<file path="config.mk">
export PLATFORM = sky130hd
export DESIGN_NAME = decoder_rr_arbiter
export DESIGN_NICKNAME = d
export VERILOG_FILES = /design/src/rtl/decoder_rr_arbiter.sv
export SDC_FILE = /design/constraint.sdc
export NUM_CORES = 1
export LEC_CHECK = 0
export CAP_MARGIN = 20
export CORE_AREA = 8 8 127 175
export DETAILED_ROUTE_END_ITERATION = 10
export DIE_AREA = 0 0 135 183
export GPL_TIMING_DRIVEN = 0
export PLACE_DENSITY_LB_ADDON = 0.25
export SLEW_MARGIN = 5
export SYNTH_ARGS = -nofsm -noshare
export SYNTH_HDL_FRONTEND = slang
export SYNTH_SLANG_ARGS = --single-unit
</file>
<file path="constraint.sdc">
create_clock -name clk -period 10.6 [get_ports clk]
set_input_delay 1.06 -clock clk [delete_from_list [all_inputs] [get_ports clk]]
set_output_delay 1.06 -clock clk [all_outputs]
set_load 0.01 [all_outputs]
</file>
<file path="src/rtl/decoder_rr_arbiter.sv">
// Round-robin arbiter with a registered one-hot grant of selectable polarity.
// Define ARB_TIMEOUT_EN to add the watchdog that revokes long grants and pulses tmo.
module decoder_rr_arbiter #(
  parameter int   IN_WIDTH = 5,
  parameter logic ACTIVE   = 1'b1,
  parameter int   TIMEOUT  = 16
) (
  input  logic                      clk,
  input  logic                      rst,
  input  logic [(1<<IN_WIDTH)-1:0]  req,
  output logic [(1<<IN_WIDTH)-1:0]  gnt,
  output logic                      gnt_valid,
  output logic [IN_WIDTH-1:0]       gnt_idx
`ifdef ARB_TIMEOUT_EN
  ,
  output logic                      tmo
`endif
);

  localparam int N = 1 << IN_WIDTH;
  localparam logic [N-1:0] IDLE_GNT = {N{~ACTIVE}};

  if (TIMEOUT < 2) begin : g_bad_timeout
    $error("decoder_rr_arbiter: TIMEOUT must be at least 2");
  end

  typedef enum logic {S_IDLE, S_GRANT} state_t;

  state_t              r_state;
  logic [IN_WIDTH-1:0] r_ptr;
  logic [IN_WIDTH-1:0] r_idx;
  logic                r_valid;
  logic [N-1:0]        r_gnt;

  logic [IN_WIDTH-1:0] w_sel;
  logic [IN_WIDTH-1:0] w_cand;
  logic                w_any;
  logic                w_hold;
  logic                w_expire;

  function automatic logic [N-1:0] f_decode(input logic [IN_WIDTH-1:0] idx);
    logic [N-1:0] v;
    v      = '0;
    v[idx] = 1'b1;
    return ACTIVE ? v : ~v;
  endfunction

  // Scan from the highest offset down so the nearest requester after ptr wins.
  always_comb begin
    w_sel  = r_ptr;
    w_any  = 1'b0;
    w_cand = '0;
    for (int i = N - 1; i >= 0; i--) begin
      w_cand = r_ptr + i[IN_WIDTH-1:0];
      if (req[w_cand]) begin
        w_sel = w_cand;
        w_any = 1'b1;
      end
    end
  end

  assign w_hold = req[r_idx];

`ifdef ARB_TIMEOUT_EN
  localparam int CNT_W = $clog2(TIMEOUT);

  logic [CNT_W-1:0] r_cnt;
  logic             r_tmo;

  assign w_expire = w_hold && (r_cnt == CNT_W'(TIMEOUT - 1));
  assign tmo      = r_tmo;
`else
  assign w_expire = 1'b0;
`endif

  always_ff @(posedge clk or posedge rst) begin
    if (rst) begin
      r_state <= S_IDLE;
      r_ptr   <= '0;
      r_idx   <= '0;
      r_valid <= 1'b0;
      r_gnt   <= IDLE_GNT;
`ifdef ARB_TIMEOUT_EN
      r_cnt   <= '0;
      r_tmo   <= 1'b0;
`endif
    end else begin
`ifdef ARB_TIMEOUT_EN
      r_tmo <= 1'b0;
`endif
      case (r_state)
        S_IDLE: begin
          if (w_any) begin
            r_state <= S_GRANT;
            r_idx   <= w_sel;
            r_valid <= 1'b1;
            r_gnt   <= f_decode(w_sel);
`ifdef ARB_TIMEOUT_EN
            r_cnt   <= '0;
`endif
          end
        end
        S_GRANT: begin
          // A watchdog revoke is indistinguishable from a voluntary release.
          if (!w_hold || w_expire) begin
            r_state <= S_IDLE;
            r_valid <= 1'b0;
            r_gnt   <= IDLE_GNT;
            r_ptr   <= r_idx + 1'b1;
`ifdef ARB_TIMEOUT_EN
            r_tmo   <= w_expire;
`endif
          end else begin
`ifdef ARB_TIMEOUT_EN
            r_cnt   <= r_cnt + 1'b1;
`endif
          end
        end
        default: r_state <= S_IDLE;
      endcase
    end
  end

  assign gnt       = r_gnt;
  assign gnt_valid = r_valid;
  assign gnt_idx   = r_idx;

endmodule

</file>
==> impl_metrics.json <==
{
  "crit_fanout": 11,
  "clock-skew-final_ps": 8.03,
  "hold-worst-slack_ps": 481,
  "cts-htree-levels": 2,
  "postCtsSetupBuffers": 0,
  "drt_pre_antenna_iters": 6,
  "met2_wirelength_um": 20800,
  "avgSynthCellArea_um2": 9.66,
  "initial_antenna_violation_count": 0,
  "die-height_um": 183,
  "max_cap_viol_count": 0,
  "first_iter_violations": 1503,
  "post_synth_main_area_contributors": "mux4_2, dfrtp_1, mux2i_1",
  "yosysWarningCount": 0,
  "place.port_buffers": 71,
  "clkSinkCount": 44,
  "relative_slew_margins": 0.219,
  "critPathCaptureType": "flop",
  "achievable-frequency_mhz": 131,
  "post-route-period-util": 0.722,
  "startpoint_type": "flop",
  "syn_nets": 1082,
  "grt_max_degree": 25,
  "synth.largest_area_cell": "mux4_2",
  "drive_above_1_share": 0.229,
  "die-area_um2": 24700,
  "netlist.area_leader.share": 0.221,
  "uppermost_layer_routed": "met4",
  "post_drt_via_cell_ratio": 7.76,
  "ys.flop_type": "dfrtp_1",
  "numCtsBuffers": 5,
  "dp_hpwl_um": 34200,
  "worst-slew-pin-transition_ps": 1140,
  "met1_length_um": 15100,
  "critPathKind": "reg2reg",
  "routed_wl_um": 44600,
  "drc": 0,
  "globalplace.congestion": 1.07,
  "clk_transition_reported_paths_ps": 60,
  "cp.arrival_ps": 7830,
  "initial_core_util": 0.507,
  "chip_width_um": 135,
  "postCtsResizedCells": 0,
  "area_growth_syn_to_layout_pct": 12.8,
  "wl_per_cell_um": 32.5,
  "worst_ep_required_time_ps": 10790,
  "synth-seq-cells": 44,
  "sum_neg_setup_slack_ps": 0,
  "synth.distinct_cells": 97,
  "number_of_flops_mapped_to_enable_cells_by_yosys": 0,
  "tritoncts": "built",
  "slew_violations": 0,
  "synth.cells.most_frequent": "nand2_1, mux4_2, mux2i_1, mux2_2, nor2_1",
  "clockRootBuffer": "clkbuf_16",
  "pin_count": 72,
  "clk_latency_ps": 290,
  "final_nets": 1167,
  "postSynth.asyncResetShare": 1.00,
  "fp.coreArea_um2": 19700,
  "rsz_0062_raised_after_global_routing": "no",
  "synth_seq_area_share": 0.110,
  "postCtsHoldBufs": 0,
  "yosys.cell_count.top_type": "nand2_1",
  "grt_pass1_wl_um": 66600,
  "netlist_area_um2": 9990,
  "postPlaceCellArea_um2": 11100,
  "global_route.overflow_total": 0,
  "final_area_um2": 11300,
  "timing.final.setup_violations": 0,
  "largest_buffer_count_on_any_clock_path": 2,
  "gr-usage-all-layers": 0.357,
  "result_of_the_run": "completed",
  "via_count_of_the_first_global_routing_pass": 10500,
  "timing.hold.worst.class": "reg2reg",
  "placement_rows": 61,
  "remaining_antenna_violation_count_after_routing": 0,
  "synthesis.instances": 1034,
  "count_of_final_hold_check_violations": 0,
  "met3_wirelength_um": 4560,
  "fillers": 1786,
  "detailroute.via_count": 10700,
  "fin_crit_period_ps": 7650,
  "final_util": 0.572
}
==> placed cells by master (no fill, tap or decap), types with 20 or more instances in the layout <==
cell,count
nand2_1,101
mux4_2,98
mux2i_1,80
clkdlybuf4s50_1,71
mux2_2,55
nor2_1,49
o21ai_0,47
dfrtp_1,44
clkbuf_1,42
a21oi_1,37
nor3_1,27
xnor2_1,26
buf_2,24
o211ai_1,20
==> routing by layer <==
metal  up-vias  GRT usage
met3       263     0.0654
met1      5119      0.414
met2       925      0.584
met4         0      0.257
met5         -          0
li1       4345          -
==> registers in the layout, summed over array words and instances, names as in the netlist <==
| name | cells |
|---|---|
| r_ptr | 5 |
| gnt_idx | 5 |
| gnt | 32 |
| gnt_valid | 1 |
| r_state | 1 |
==> logic make-up after synthesis <==
kind of cell | Yosys count | share of synthesized area
AND/OR/NAND/NOR | 279 | 0.138
flip-flops | 44 | 0.110
XOR/XNOR | 38 | 0.0363
adder cells (fa/ha/maj) | 14 | 0.0175
multiplexers | 260 | 0.423
buffers and inverters | 110 | 0.0585
AO/OA/AOI/OAI | 289 | 0.216
==> critical path: stages, from the launching register on <==
cell and delay (ps):
dfrtp_1 460, buf_6 220, buf_2 260, clkinv_1 690, ha_1 580, buf_2 290, clkbuf_1 780, mux4_1 520
clkbuf_1 260, mux4_2 500, mux2i_1 830, nand3_1 180, a311oi_1 720, o211a_1 380, o21a_1 160, buf_2 200
o211ai_1 190, o31ai_1 290
==> path summary, 6_finish.rpt <==
| path | startpoint | endpoint | slack (ps) | cells after the start |
|---|---|---|---|---|
| hold reg to reg | gnt[13] | gnt[13] | 480 | 2 |
| setup / recovery | r_ptr[1] | gnt[11] | 2950 | 17 |
| hold / removal | gnt[13] | gnt[13] | 480 | 2 |
| min in group asynchronous | rst | gnt[4] | 1100 | 2 |
| max in group asynchronous | rst | gnt[0] | 9020 | 3 |
| setup reg to reg | r_ptr[1] | gnt[11] | 2950 | 17 |
==> cell type report <==
type	instances	area, um2	area share
sequential	44	1100	0.0977
tap	252	315	0.0280
clock inverter	3	46.3	0.00411
inverter	22	82.6	0.00733
antenna	1	2.50	0.000222
timing repair buffer	78	778	0.0691
multi-input combinational	880	8320	0.738
clock buffer	5	125	0.0111
buffer	88	502	0.0445
==> through the flow <==
stage	std cells	worst slack (ps)
detailed placement	1363	3450
CTS	1371	3390
global placement	1357	3190
floorplan	1034	5000
global route	1372	2790
finish	1373	2950
Power is left out: the tool's default activity adds up to more than one toggle a clock period on the data nets, which glitch-free logic cannot reach.
